`src/rtl/cond_beat_tx.sv`:
```
// Command-driven beat transmitter: queues WRITE/SHIFT commands and emits one registered valid/last/dout beat per cycle.
// Latency: a command accepted into an empty queue (not mid-burst) shows on the beat outputs one cycle after acceptance.
// Backpressure: cmd_ready = ~full; no queue pops during a SHIFT burst. Optional macro CG_MERGE_HINT_EN adds a registered cg_en.
module cond_beat_tx #(
  parameter int DEPTH = 4,
  parameter int RPT_W = 4
) (
  input  logic       clk,
  input  logic       rst,
  input  logic       cmd_valid,
  output logic       cmd_ready,
  input  logic       cmd_op,
  input  logic [8:0] cmd_data,
  output logic       valid,
  output logic       last,
  output logic [8:0] dout,
  output logic       busy,
  output logic       cg_en
);

  localparam int              AW       = $clog2(DEPTH);
  localparam logic [AW:0]     FULL_CNT = (AW+1)'(DEPTH);
  localparam logic [AW:0]     CNT_ONE  = (AW+1)'(1);
  localparam logic [AW-1:0]   PTR_ONE  = AW'(1);
  localparam logic [RPT_W-1:0] RPT_ONE = RPT_W'(1);

  typedef enum logic [1:0] {S_IDLE, S_RUN, S_SHIFT} state_t;

  state_t           state_q, state_d;
  logic [9:0]       mem_q [DEPTH];
  logic [AW-1:0]    wr_ptr_q, wr_ptr_d, rd_ptr_q, rd_ptr_d;
  logic [AW:0]      count_q, count_d;
  logic [RPT_W-1:0] rem_q, rem_d;
  logic             valid_q, valid_d;
  logic             last_q, last_d;
  logic [8:0]       dout_q, dout_d;
  logic             busy_q, busy_d;

  logic             full, empty, push, pop;
  logic [9:0]       head;
  logic [RPT_W-1:0] head_n;

  assign full      = (count_q == FULL_CNT);
  assign empty     = (count_q == '0);
  assign cmd_ready = ~full;
  // A full queue refuses the push even if the head is popped the same cycle.
  assign push      = cmd_valid & ~full;
  // The head is only consumed when the FSM is free to start a new command.
  assign pop       = (state_q != S_SHIFT) & ~empty;
  assign head      = mem_q[rd_ptr_q];
  assign head_n    = head[RPT_W-1:0];

  // Queue storage: entries need no reset, validity comes from the occupancy count.
  always_ff @(posedge clk) begin
    if (push) begin
      mem_q[wr_ptr_q] <= {cmd_op, cmd_data};
    end
  end

  // Queue pointer and occupancy next-state.
  always_comb begin
    wr_ptr_d = wr_ptr_q;
    rd_ptr_d = rd_ptr_q;
    count_d  = count_q;
    if (push) wr_ptr_d = wr_ptr_q + PTR_ONE;
    if (pop)  rd_ptr_d = rd_ptr_q + PTR_ONE;
    case ({push, pop})
      2'b10:   count_d = count_q + CNT_ONE;
      2'b01:   count_d = count_q - CNT_ONE;
      default: count_d = count_q;
    endcase
  end

  // Beat selection: default is HOLD; WRITE/SHIFT beats come from the head or the running burst.
  always_comb begin
    state_d = state_q;
    rem_d   = rem_q;
    valid_d = 1'b0;
    last_d  = 1'b1;
    dout_d  = 9'd0;
    case (state_q)
      S_SHIFT: begin
        last_d = 1'b0;
        rem_d  = rem_q - RPT_ONE;
        // rem counts beats still owed including this one; 1 means this is the final beat.
        if (rem_q == RPT_ONE) state_d = S_RUN;
      end
      default: begin
        if (empty) begin
          state_d = S_IDLE;
        end else if (!head[9]) begin
          valid_d = 1'b1;
          last_d  = 1'b0;
          dout_d  = head[8:0];
          state_d = S_RUN;
        end else begin
          state_d = S_RUN;
          // A zero-count SHIFT is consumed but produces a single HOLD beat.
          if (head_n != '0) begin
            last_d = 1'b0;
            if (head_n != RPT_ONE) begin
              rem_d   = head_n - RPT_ONE;
              state_d = S_SHIFT;
            end
          end
        end
      end
    endcase
    busy_d = (count_d != '0) | (state_d == S_SHIFT);
  end

  // FSM state, burst counter, queue pointers and registered beat outputs.
  always_ff @(posedge clk or negedge rst) begin
    if (!rst) begin
      state_q  <= S_IDLE;
      rem_q    <= '0;
      wr_ptr_q <= '0;
      rd_ptr_q <= '0;
      count_q  <= '0;
      valid_q  <= 1'b0;
      last_q   <= 1'b1;
      dout_q   <= 9'd0;
      busy_q   <= 1'b0;
    end else begin
      state_q  <= state_d;
      rem_q    <= rem_d;
      wr_ptr_q <= wr_ptr_d;
      rd_ptr_q <= rd_ptr_d;
      count_q  <= count_d;
      valid_q  <= valid_d;
      last_q   <= last_d;
      dout_q   <= dout_d;
      busy_q   <= busy_d;
    end
  end

  assign valid = valid_q;
  assign last  = last_q;
  assign dout  = dout_q;
  assign busy  = busy_q;

`ifdef CG_MERGE_HINT_EN
  logic cg_q, cg_d;

  // Merged gate hint: high for WRITE and SHIFT beats, low for HOLD.
  always_comb begin
    cg_d = valid_d | ~last_d;
  end

  // Gate hint register, updated alongside the beat registers.
  always_ff @(posedge clk or negedge rst) begin
    if (!rst) cg_q <= 1'b0;
    else      cg_q <= cg_d;
  end

  assign cg_en = cg_q;
`else
  assign cg_en = 1'b1;
`endif

endmodule

```
`config.mk`:
```
export PLATFORM = sky130hd
export DESIGN_NAME = cond_beat_tx
export DESIGN_NICKNAME = d
export VERILOG_FILES = /design/src/rtl/cond_beat_tx.sv
export SDC_FILE = /design/constraint.sdc
export NUM_CORES = 1
export LEC_CHECK = 0
export BUFFER_PORTS_ARGS = -buffer_cell sky130_fd_sc_hd__clkbuf_2
export CAP_MARGIN = 20
export CORE_MARGIN = 2
export CORE_UTILIZATION = 51
export DETAILED_ROUTE_END_ITERATION = 10
export GPL_TIMING_DRIVEN = 0
export PLACE_DENSITY = 0.7
export SYNTH_ARGS = -nofsm -noshare
export SYNTH_HDL_FRONTEND = slang
export SYNTH_SLANG_ARGS = --single-unit
export TNS_END_PERCENT = 1
```
`constraint.sdc`:
```
create_clock -name clk -period 5.7 [get_ports clk]
set_clock_uncertainty 0.1 [all_clocks]
set_input_delay 0.285 -clock clk [delete_from_list [all_inputs] [get_ports clk]]
set_output_delay 0.285 -clock clk [all_outputs]
set_load 0.01 [all_outputs]
```
* Yosys cells after proc, flatten, opt, wreduce, memory -nomap -nowiden *
Memories as Yosys holds them, arrays and structs flattened.
Index checks and enable logic that the tools add are counted.

word-level totals
  bits in registers = 25
  memory bits (writable) = 40
  output and inout port bits = 14
  memories = 1

memories
  memory  words  width  rd ports  clocked after memory_dff  write ports  line  source
  mem_q   4      10     1         0                         1            30    logic [9:0] mem_q [DEPTH];

cells by class
  $add $sub $neg = 6
  equal/unequal tests = 9
  multiplexer cells = 24
  bitwise gates (word level) = 5
  reduce and logical (&&, ||, !) cells = 7

operator list
  operator                                               count
  two-way mux 9 bit                                      3
  two-way mux 4 bit                                      5
  two-way mux 2 bit                                      6
  two-way mux 1 bit                                      9
  subtractor 4 x 1 -> 4 bit, second input constant       2
  == test 2 bit, second input constant                   3
  case mux 3 bit (2 select lines)                        1
  nonzero test 2 bit                                     3
  adder 2 x 1 -> 2 bit, second input constant            2
  == test 4 x 1 -> 1 bit, second input constant          1
  inequality test 4 x 1 -> 1 bit, second input constant  1
  AND reduction 4 bit                                    1
  nonzero test 4 bit                                     1
  adder 3 x 1 -> 3 bit, second input constant            1
  == test 3 bit, second input constant                   1
  zero test 3 bit                                        1
  nonzero test 3 bit                                     1
  subtractor 3 x 1 -> 3 bit, second input constant       1
  AND 1 bit                                              2
  == test 2 x 1 -> 1 bit, second input constant          1
  inequality test 2 x 1 -> 1 bit, second input constant  1
  inequality test 2 bit, second input constant           1
  NOT 1 bit                                              2
  bitwise OR 1 bit                                       1

* Depth between registers and ports, before layout *
Gate-level depths: netlist of run 1.
An unclocked memory read counts as a cell.

  depth in word-level cells = 9
  depth in mapped cells = 11

* Worst setup path after synthesis of run 1 *
No wires, ideal clock.

  path type = reg-to-reg
  from = register count_q[0]
  to = register busy_q, in the netlist busy
  library setup time = 129 ps
  arrival time = 2,146 ps
  data required time = 5,471 ps
  slack = 3,325 ps
  cell stages (with the launch flop) = 12
  buffers on the path = 0
  clock period less this slack = 2,375 ps
  path through = dfrtp_1 -> inv_1 -> nand3_1 -> and2_1 -> inv_1 -> ha_1 -> inv_1 -> fa_1 -> xor2_1 -> nor2_1 -> xor2_1 -> a2111o_1

between the ends
  longest elaborated chain between the ends = 7

RTL lines
  element                                                  line  source
  start: declaration                                       32    logic [AW:0] count_q, count_d;
  start signal: assignment                                 129   count_q <= count_d;
  == test 3 bit *                                          43    assign full = (count_q == FULL_CNT);
  NOT 1 bit *                                              -
  net cmd_ready                                            11    output logic cmd_ready,
  AND 1 bit *                                              47    assign push = cmd_valid & ~full;
  == test 2 x 1 -> 1 bit or == test 2 bit (tied branches)  67    case ({push, pop})
  case mux 3 bit (2 select lines) *                        67
  net count_d[2]                                           32
  nonzero test 3 bit *                                     109   busy_d = (count_d != '0) | (state_d == S_SHIFT);
  bitwise OR 1 bit *                                       109
  net busy_d                                               37    logic busy_q, busy_d;
  end signal: assignment                                   133   busy_q <= busy_d;
  end: declaration                                         37

Mark *: on every way through the listed nets, which the timed path passes. The rest lies on a longest branch.
A chain may end at the register's enable or synchronous reset.

* Final worst setup path of run 1 *
  from = register rd_ptr_q[1]
  to = register busy_q, in the netlist busy

between the ends
  longest elaborated chain between the ends = 9

RTL lines
  element                         line  source
  start: declaration              31    logic [AW-1:0] wr_ptr_q, wr_ptr_d, rd_ptr_q, rd_ptr_d;
  start signal: assignment        128   rd_ptr_q <= rd_ptr_d;
  memory read (4 x 10 bit) *      -
  inequality test 4 x 1 -> 1 bit  101   if (head_n != RPT_ONE) begin
  two-way mux 2 bit               101
  two-way mux 2 bit               99    if (head_n != '0) begin
  two-way mux 2 bit *             91    end else if (!head[9]) begin
  two-way mux 2 bit *             89    if (empty) begin
  two-way mux 2 bit *             81    case (state_q)
  == test 2 bit *                 109
  bitwise OR 1 bit *              109
  net busy_d                      37

Marks and branches as above.

==> summary.txt, run 1 <==
Actual slew at the worst max-slew pin -> 0.621 ns
Fillers -> 411
Largest net degree at the start of global routing -> 26
CTS resizes -> 0
TritonRoute pass-1 iters -> 4
Clock latency on the worst-skew pair -> 0.32 ns
Final WS setup -> 2.96 ns
FF+latch area -> 1830 um^2
H-Tree Depth -> 3
Unrepaired setup endpoints after global routing -> no
Min Clock Period, post-route -> 2.74 ns
Initial DRC count -> 63
Hold WC Path Type -> primary input to register
WL final -> 4.51 mm
Setup Fix Bufs, Post-CTS -> 0
PwrDens -> 566 nW/um^2
First-pass GRT wire length -> 7.33 mm
Initial Utilization -> 53.1%
Distinct cells, synth -> 42
Async set-reset flop share out of synthesis -> 38.5%
Fin Setup TNS -> 0 ns
Ys Warns -> 0
Max clock buf depth -> 2
DIE WIDTH -> 77.2 um
Remaining antenna violation count after routing -> 0
Final setup vio count -> 0
Psw -> 645 uW
Root Driver -> clkbuf_8
Tot GR Track Use -> 16.6%
Hpwl dp -> 3.05 mm
Critical Path AT -> 2.84 ns
Top FF cell, synth -> edfxtp_1
Routed len/inst -> 16.1 um
Vias per inst -> 5.30
Total die area -> 5960 um^2
Io pins -> 27
Routability-driven placement congestion ratio -> 0.811
Hold_buf cts -> 1
TritonCTS clock tree -> done
Synth area leader -> edfxtp_1
Area grow syn2layout -> 14.8%
Final worst-path cycle share -> 48.0%
Slew Viols, Final -> 0
Die height -> 77.2 um
Vias in the first global route -> 1518
Fin util -> 61.0%
Syn_nets -> 191
Setup crit end kind -> register
Max_cap viols -> 0
Crit path kind -> register to register
CP Launch Type -> register
Cell area after synthesis -> 2730 um^2
Drt drc -> 0
Placed Area -> 2940 um^2
Post-synth EDFFs -> 40
Hold Fails Final Rpt -> 0
Peak Freq -> 365 MHz
Mapped Cells -> 167
Port Buf Inserts -> 25
Max IR drop VDD -> 0.277 mV
Logic pwr share -> 39.9%
Worst slew margin -> 58.6%
Avg Inst Size Synth -> 16.4 um^2
Synth top area share -> 44.0%
FP Rows -> 26
Initial antenna violation count -> 0
NumNets Final -> 228
Worst hold slack -> 0.0749 ns
Clock power frac -> 19.6%
Core area -> 5140 um^2
Via count -> 1480
Sequential-to-total area share from yosys stat -> 66.9%
Clock sinks -> 65
CP max FO -> 10
Status -> completed
Pint -> 1130 uW
Final Instance Area -> 3130 um^2
CP Data Required Time -> 5.80 ns
Dpl ws -> 2.99 ns
Switching part of the total -> 36.4%
Synth top area cells -> edfxtp_1 44%, dfrtp_1 22%, mux4_1 6.7%
Num CTS Buffers -> 9
Share of post-route cells with drive strength above 1 -> 25.4%
# diodes -> 0
Sequential share of power -> 40.5%
Clock Pin Slew Worst Setup and Hold Paths -> 0.07 ns
GRT overflow -> 0
Static Leakage -> 0.00129 uW
Multi-input gate area -> 831 um^2
Seq cells post-synth -> 65
worst paths after layout:
kind | from | endpoint | slack [ns] | depth (start not counted)
setup / recovery | rd_ptr_q[1] | busy | 2.96 | 8
hold / removal | cmd_op | mem_q[3][9] | 0.07 | 1
setup reg to reg | rd_ptr_q[1] | busy | 2.96 | 8
hold reg to reg | rem_q[2] | rem_q[2] | 0.45 | 1
max in group asynchronous | rst | count_q[0] | 4.68 | 2
min in group asynchronous | rst | dout[6] | 0.41 | 2
flip-flops by register name (all words and copies together) (netlist names):
register and count:
mem_q 40, dout 9, rem_q 4, count_q 3
rd_ptr_q 2, state_q 2, wr_ptr_q 2, busy 1
last 1, valid 1
metal layers:
layer / global-route usage, % / part of all wire [%] / up-vias
li1: - / - / 701
met1: 21.0 / 43 / 739
met2: 27.3 / 52 / 38
met3: 4.71 / 4.2 / 2
met4: 6.43 / 0.51 / 0
met5: 0 / 0 / -
layout make-up:
type	instances	area share, %
multi-input combinational	86	26.5
clock buffer	10	4.39
buffer	5	0.998
timing repair buffer	26	4.31
clock inverter	6	1.36
inverter	11	1.32
sequential	65	58.3
tap	70	2.79
synth_stat cells (all sizes together), types with 3 or more instances:
master and number:
nor2 9, o21ai 4, inv 11, ha 10
a21oi 3, dfrtp 24, and2 9, xor2 4
mux4 10, and3 4, buf 3, edfxtp 40
xnor2 3, nand3 3, nand2 4
cell families after synthesis:
| group | synth area share [%] |
|---|---|
| flops | 66.9 |
| mux | 10.4 |
| fa+ha+maj | 5.31 |
| compound gates | 5.50 |
| xor+xnor | 2.24 |
| other cells | 0.137 |
| simple gates | 6.87 |
| buf+inv | 2.66 |
power by group through the flow:
stage          Clock [uW]  Sequential [uW]  Combinational (uW)
2_1_floorplan           0              733                 508
3_3_place_gp            0              719                 672
3_5_place_dp            0              730                 707
4_1_cts               351              720                 712
5_1_grt               372              732                 796
6_report              347              718                 707
cells in the final DEF (no fill, tap or decap), types with 3 or more instances in the layout:
| cell | n |
|---|---|
| inv_1 | 10 |
| a21oi_1 | 3 |
| clkbuf_8 | 10 |
| xor2_1 | 4 |
| mux4_1 | 7 |
| and2_1 | 9 |
| and3_1 | 4 |
| nand3_1 | 3 |
| clkbuf_2 | 25 |
| mux4_2 | 3 |
| ha_1 | 10 |
| xnor2_1 | 3 |
| dfrtp_1 | 24 |
| edfxtp_1 | 40 |
| o21ai_0 | 3 |
| nand2_1 | 4 |
| nor2_1 | 9 |
critical path: stages, from the launching register on:
cell,delay (ns)
dfrtp_1,0.35
clkbuf_1,0.47
mux4_1,0.51
inv_1,0.15
ha_1,0.19
nor2_1,0.08
o31ai_4,0.22
o21ai_2,0.11
a2111o_1,0.42
per-stage QoR:
stage,power (uW),std cells
after floorplan,1240,167
final,1770,279
after CTS,1780,279
after global placement,1390,262
after detailed placement,1440,262
after global routing,1900,279
No activity file was read; power rests on OpenSTA's default activity.
==> inputs of run 2 (changes only) <==
- ABC_AREA: unset -> 1
- PLACE_DENSITY: 0.7 -> 0.73
- clock period: 5.7 -> 2.2 ns (I/O delays scaled with it)
==> run 2 against run 1 <==
Sequential share of layout area fell by 4.2 points. Cell area rose by 7.7%. Count of clock-buffer cells in the layout rose by 3. Via count rose by 22%. Global-route usage rose by 1.7 points. Critical path type unchanged. Largest cell class unchanged. Highest routed layer unchanged.
==> summary.txt, run 2 <==
Synth top area cells -> edfxtp_1 42%, dfrtp_1 21%, nand2_1 5.6% (was edfxtp_1 44%, dfrtp_1 22%, mux4_1 6.7%)
Slew Viols, Final -> 0 (unchanged)
Max IR drop VDD -> 0.612 mV (was 0.277 mV)
# diodes -> 0 (unchanged)
Clock latency on the worst-skew pair -> 0.33 ns (was 0.32 ns)
Hold Fails Final Rpt -> 0 (unchanged)
Commonest non-fill, non-tap cell in the layout -> nand2_1 (was edfxtp_1)
Max clock buf depth -> 2 (unchanged)
Total die area -> 6170 um^2 (was 5960 um^2)
FP Rows -> 27 (was 26)
Synth area leader -> edfxtp_1 (unchanged)
Max_cap viols -> 0 (unchanged)
Num CTS Buffers -> 9 (unchanged)
Syn_nets -> 267 (was 191)
Crit-path cells -> nor3_2 -> nor2_4 -> ha_1 -> inv_1 -> fa_2 -> o21ai_0 -> nor3_1 -> nand3_1 (was clkbuf_1 -> mux4_1 -> inv_1 -> ha_1 -> nor2_1 -> o31ai_4 -> o21ai_2 -> a2111o_1)
Vias in the first global route -> 1837 (was 1518)
Unrepaired setup endpoints after global routing -> yes (was no)
Complex-gate fraction of the synthesized area -> 5.65% (was 5.50%)
Simple-gate share of the synthesized area -> 17.1% (was 6.87%)
Tot GR Track Use -> 18.3% (was 16.6%)
Initial Utilization -> 52.1% (was 53.1%)
CP Data Required Time -> 2.37 ns (was 5.80 ns)
Seq cells post-synth -> 65 (unchanged)
GRT overflow -> 0 (unchanged)
Root Driver -> clkbuf_8 (unchanged)
Post-synth top cells -> 42 x nand2_1, 40 x edfxtp_1, 33 x nor2_1, 24 x dfrtp_1, 17 x inv_1 (was 40 x edfxtp_1, 24 x dfrtp_1, 10 x ha_1, 10 x inv_1)
Min Clock Period, post-route -> 2.13 ns (was 2.74 ns)
Most frequent cells in the layout -> 41 x nand2_1, 40 x edfxtp_1, 30 x nor2_1 (was 40 x edfxtp_1, 25 x clkbuf_2, 24 x dfrtp_1)
Remaining antenna violation count after routing -> 0 (unchanged)
Synthesized-area fraction occupied by adder cells -> 5.12% (was 5.31%)
CP max FO -> 3 (was 10)
Largest reg by FF count -> mem_q (unchanged)
Peak Freq -> 469 MHz (was 365 MHz)
Initial antenna violation count -> 0 (unchanged)
Port Buf Inserts -> 25 (unchanged)
Drt drc -> 0 (unchanged)
Fillers -> 437 (was 411)
Post-synth EDFFs -> 40 (unchanged)
Share of post-route cells with drive strength above 1 -> 26.5% (was 25.4%)
Die height -> 78.5 um (was 77.2 um)
Core area -> 5440 um^2 (was 5140 um^2)
Critical Path AT -> 2.30 ns (was 2.84 ns)
Async set-reset flop share out of synthesis -> 38.5% (unchanged)
Synth top area share -> 42.4% (was 44.0%)
Largest net degree at the start of global routing -> 26 (unchanged)
DIE WIDTH -> 78.5 um (was 77.2 um)
Top-count cell post-synth -> nand2_1 (was edfxtp_1)
Clock sinks -> 65 (unchanged)
Area grow syn2layout -> 19.2% (was 14.8%)
Crit path kind -> register to register (unchanged)
Initial DRC count -> 70 (was 63)
Mux contribution to synthesized area -> 0.353% (was 10.4%)
Routed len/inst -> 12.9 um (was 16.1 um)
Io pins -> 27 (unchanged)
Crit path largest cell delay -> 0.44 ns (was 0.51 ns)
First-pass GRT wire length -> 8.36 mm (was 7.33 mm)
Via count -> 1807 (was 1480)
Fin Setup TNS -> 0 ns (unchanged)
CP max stage cell -> fa_2 (was mux4_1)
Sequential-to-total area share from yosys stat -> 64.5% (was 66.9%)
CP Launch Type -> register (unchanged)
Actual slew at the worst max-slew pin -> 0.959 ns (was 0.621 ns)
Mapped Cells -> 243 (was 167)
Fin util -> 62.1% (was 61.0%)
TritonRoute pass-1 iters -> 4 (unchanged)
Hpwl dp -> 3.10 mm (was 3.05 mm)
Cell area after synthesis -> 2830 um^2 (was 2730 um^2)
Hold WC Path Type -> primary input to register (unchanged)
NumNets Final -> 317 (was 228)
Post-synthesis xor/xnor area fraction -> 2.47% (was 2.24%)
Ys Warns -> 0 (unchanged)
Distinct cells, synth -> 32 (was 42)
Final worst-path cycle share -> 96.9% (was 48.0%)
Clock Pin Slew Worst Setup and Hold Paths -> 0.07 ns (about the same)
Vias per inst -> 4.88 (was 5.30)
Status -> completed (unchanged)
Routability-driven placement congestion ratio -> 0.733 (was 0.811)
H-Tree Depth -> 3 (unchanged)
TritonCTS clock tree -> done (unchanged)
Setup crit end kind -> register (unchanged)
Static Leakage -> 0.00145 uW (was 0.00129 uW)
Largest family of logic cells by synthesized area -> simple AND/OR/NAND/NOR gates (was multiplexers)
Max reg flops -> 40 (unchanged)
Avg Inst Size Synth -> 11.7 um^2 (was 16.4 um^2)
Final setup vio count -> 0 (unchanged)
Top FF cell, synth -> edfxtp_1 (unchanged)
Worst slew margin -> 35.8% (was 58.6%)
WL final -> 4.78 mm (was 4.51 mm)
PwrDens -> 1470 nW/um^2 (was 566 nW/um^2)
## run 2: final timing paths
path | from | end | slack [ns] | depth (start not counted)
min in group asynchronous | rst | dout[1] | 0.23 | 2
worst min-delay path | cmd_valid | wr_ptr_q[0] | 0.08 | 4
worst max-delay path | count_q[1] | busy | 0.07 | 8
max in group asynchronous | rst | state_q[1] | 1.35 | 2
worst max register to register | count_q[1] | busy | 0.07 | 8
worst min register to register | mem_q[3][4] | dout[4] | 0.44 | 2
## run 2: worst max-delay path: cells and delay by family (launching register included)
family	cells	cell delay, ns
DFF	1	0.42
AOI/OAI and AO/OA	1	0.22
adders and majority gates	2	0.63
buffers and inverters	1	0.12
and+or+nand+nor	4	0.58
## run 2: power by group
group          internal, uW  switching [uW]  total [uW]
clock network           437             419         856
logic                   853            1410        2260
registers              1670             156        1830
## run 2: area by class of cell
class,instances,area [um^2],area share (%)
Clock buffer,13,149,4.41
Tap cell,72,90.1,2.67
Clock inverter,3,17.5,0.519
Inverter,21,78.8,2.33
Sequential cell,65,1830,54.1
Timing Repair Buffer,39,258,7.63
Multi-Input combinational cell,149,901,26.7
Buffer,8,55.1,1.63
## run 2: through the flow
stage | setup slack [ns] | std cells | total power [uW] | area [um^2] | hold slack (ns)
after floorplan | 0.0304 | 243 | 3510 | 2840 | -0.286
after global placement | -0.273 | 340 | 3950 | 3050 | 0.0596
after detailed placement | -0.291 | 340 | 4010 | 3050 | 0.0638
after CTS | 0.00172 | 370 | 4960 | 3360 | 0.0467
after global routing | -0.0800 | 370 | 5400 | 3380 | 0.0961
final | 0.0677 | 370 | 4950 | 3380 | 0.0838
## run 2: metal layers
metal / up-vias / global-route usage [%] / part of all wire (%)
met3: 13 / 5.17 / 3.9
li1: 905 / - / -
met4: 0 / 10.0 / 2.5
met1: 848 / 21.6 / 44
met2: 41 / 30.3 / 50
met5: - / 0 / 0
## run 2: what timing repair did
action                                  4_1_cts  5_1_grt
hold endpoints to repair                     64        0
hold buffers                                 11        0
endpoints found under the setup margin        2       12
pin swaps                                     3        4
resized for setup                             6        5
buffers inserted                              3        0
## run 2: cell families (layout without fill, tap and decap cells)
kind of cell / after synthesis / in the layout
mux: 1 / 1
buf+inv: 29 / 84
other cells: 1 / 1
xor+xnor: 8 / 8
fa+ha+maj: 11 / 11
simple gates: 104 / 104
flops: 65 / 65
compound gates: 24 / 24
==> inputs of run 3 (changes only) <==
- CORE_MARGIN: 2 -> 8
==> run 3 against run 2 <==
Cell area increased by 1.7%. Utilization increased by 1.1 points. Non-clock buffer count increased by 4. Sequential power about the same. Total power increased by 3.9%. Count of clock-buffer cells in the layout unchanged. Register-to-register slack improved by 0.02 ns. Highest routed layer unchanged. Hold slack improved by 0.010 ns. Via count decreased by 0.33%. Global-route usage decreased by 5.2 points.
==> summary.txt, run 3 (synthesis gave the netlist of run 2 again) <==
Status -> completed (unchanged)
Setup crit end kind -> register (unchanged)
Hold-critical path depth -> 4 (unchanged)
Routed len/inst -> 13.8 um (was 12.9 um)
H-Tree Depth -> 3 (unchanged)
Root Driver -> clkbuf_8 (unchanged)
Critical Path AT -> 2.22 ns (was 2.30 ns)
Routability-driven placement congestion ratio -> 0.806 (was 0.733)
Core area -> 5440 um^2 (unchanged)
Commonest non-fill, non-tap cell in the layout -> nand2_1 (unchanged)
Unrepaired setup endpoints after global routing -> yes (unchanged)
Tot GR Track Use -> 13.2% (was 18.3%)
Most frequent cells in the layout -> 41 x nand2_1, 40 x edfxtp_1, 31 x nor2_1 (was 41 x nand2_1, 40 x edfxtp_1, 30 x nor2_1)
Area grow syn2layout -> 21.2% (was 19.2%)
Tot Pwr -> 5140 uW (was 4950 uW)
TritonRoute pass-1 iters -> 4 (unchanged)
Slew Viols, Final -> 0 (unchanged)
Final Instance Count excl. Fillers -> 374 (was 370)
Initial DRC count -> 84 (was 70)
Static Leakage -> 0.00147 uW (was 0.00145 uW)
Initial Utilization -> 52.1% (unchanged)
Crit path kind -> register to register (unchanged)
# diodes -> 0 (unchanged)
Max reg flops -> 40 (unchanged)
PwrDens -> 1500 nW/um^2 (was 1470 nW/um^2)
TritonCTS clock tree -> done (unchanged)
Max clock buf depth -> 2 (unchanged)
Drt drc -> 0 (unchanged)
Largest net degree at the start of global routing -> 26 (unchanged)
Share of post-route cells with drive strength above 1 -> 28.5% (was 26.5%)
WL final -> 5.17 mm (was 4.78 mm)
Remaining antenna violation count after routing -> 0 (unchanged)
Largest reg by FF count -> mem_q (unchanged)
Worst hold slack -> 0.0942 ns (was 0.0838 ns)
Via count -> 1801 (was 1807)
Total die area -> 8200 um^2 (was 6170 um^2)
Vias in the first global route -> 1724 (was 1837)
FP Rows -> 27 (unchanged)
Port Buf Inserts -> 25 (unchanged)
CP Launch Type -> register (unchanged)
First-pass GRT wire length -> 8.33 mm (was 8.36 mm)
Max_cap viols -> 0 (unchanged)
Hold Fails Final Rpt -> 0 (unchanged)
Placed cells -> 340 (unchanged)
Peak Freq -> 474 MHz (was 469 MHz)
Fillers -> 443 (was 437)
Min Clock Period, post-route -> 2.11 ns (was 2.13 ns)
CP max FO -> 3 (unchanged)
Final worst-path cycle share -> 95.8% (was 96.9%)
Hold WC Path Type -> primary input to register (unchanged)
Clock sinks -> 65 (unchanged)
Vias per inst -> 4.82 (was 4.88)
Worst slew margin -> 33.6% (was 35.8%)
Initial antenna violation count -> 0 (unchanged)
Final setup vio count -> 0 (unchanged)
Num CTS Buffers -> 9 (unchanged)
GRT overflow -> 0 (unchanged)
Reg2Reg Depth -> 11 (was 8)
Clock latency on the worst-skew pair -> 0.34 ns (was 0.33 ns)
CP Data Required Time -> 2.31 ns (was 2.37 ns)
Die height -> 90.5 um (was 78.5 um)
Max IR drop VDD -> 0.632 mV (was 0.612 mV)
Clock Pin Slew Worst Setup and Hold Paths -> 0.07 ns (about the same)
Actual slew at the worst max-slew pin -> 0.992 ns (was 0.959 ns)
DIE WIDTH -> 90.5 um (was 78.5 um)
NumNets Final -> 321 (was 317)
Io pins -> 27 (unchanged)
Hpwl dp -> 3.33 mm (was 3.10 mm)
-- run 3: metal layers --
layer,track usage [%],vias up,share of wire [%]
met1,15.1,839,44
met5,0,-,0
li1,-,913,-
met3,5.15,9,4.1
met4,6.24,0,2.3
met2,21.1,40,50
-- run 3: path summary, 6_finish.rpt --
path | from | to | slack (ns)
hold reg to reg | rem_q[1] | rem_q[1] | 0.45
setup reg to reg | count_q[0] | busy | 0.09
setup / recovery | count_q[0] | busy | 0.09
max in group asynchronous | rst | count_q[2] | 1.34
min in group asynchronous | rst | wr_ptr_q[0] | 0.22
hold / removal | cmd_valid | wr_ptr_q[1] | 0.09
-- run 3: final cells by class --
| cell class | instances | area (um^2) | area share (%) |
|---|---|---|---|
| plain buffers | 8 | 52.6 | 1.53 |
| clock buffers | 13 | 149 | 4.33 |
| flip-flops and latches | 65 | 1830 | 53.2 |
| well taps | 72 | 90.1 | 2.62 |
| inverters | 21 | 81.3 | 2.37 |
| multi-input cells | 149 | 928 | 27.0 |
| clock inverters | 3 | 17.5 | 0.510 |
| repair buffers | 43 | 288 | 8.38 |
-- run 3: through the flow --
step	TNS, ns	util [%]	cell area, um^2	worst slack [ns]
final	0	63.2	3440	0.0918
after CTS	0	61.9	3370	0.0123
after global placement	-0.277	56.1	3050	-0.271
after floorplan	0	-	2840	0.0304
after detailed placement	-0.326	56.1	3050	-0.288
after global routing	-0.126	63.2	3440	-0.100
-- run 3: worst max-delay path, stage by stage, from the launching register on --
cell and delay (ns):
dfrtp_1 0.43, inv_2 0.11, nand3_4 0.09, nand2_4 0.08
ha_4 0.13, inv_4 0.04, fa_2 0.36, a21oi_2 0.12
o21ai_1 0.08, xnor2_1 0.15, nor3_1 0.21, nand3_1 0.10
-- run 3: repair_timing --
action | 4_1_cts | 5_1_grt
pin swaps | 2 | 8
resized for setup | 6 | 11
gates cloned | 0 | 0
hold endpoints to repair | 64 | 0
endpoints found under the setup margin | 2 | 11
setup buffers | 2 | 5
hold buffers | 11 | 0
-- run 3: power breakdown --
group | total, uW | switching [uW] | leakage [uW] | internal, uW
Clock | 856 | 419 | 0.0000834 | 437
Combinational | 2440 | 1480 | 0.000716 | 957
Sequential | 1840 | 168 | 0.000673 | 1670
Total | 5140 | 2070 | 0.00147 | 3070
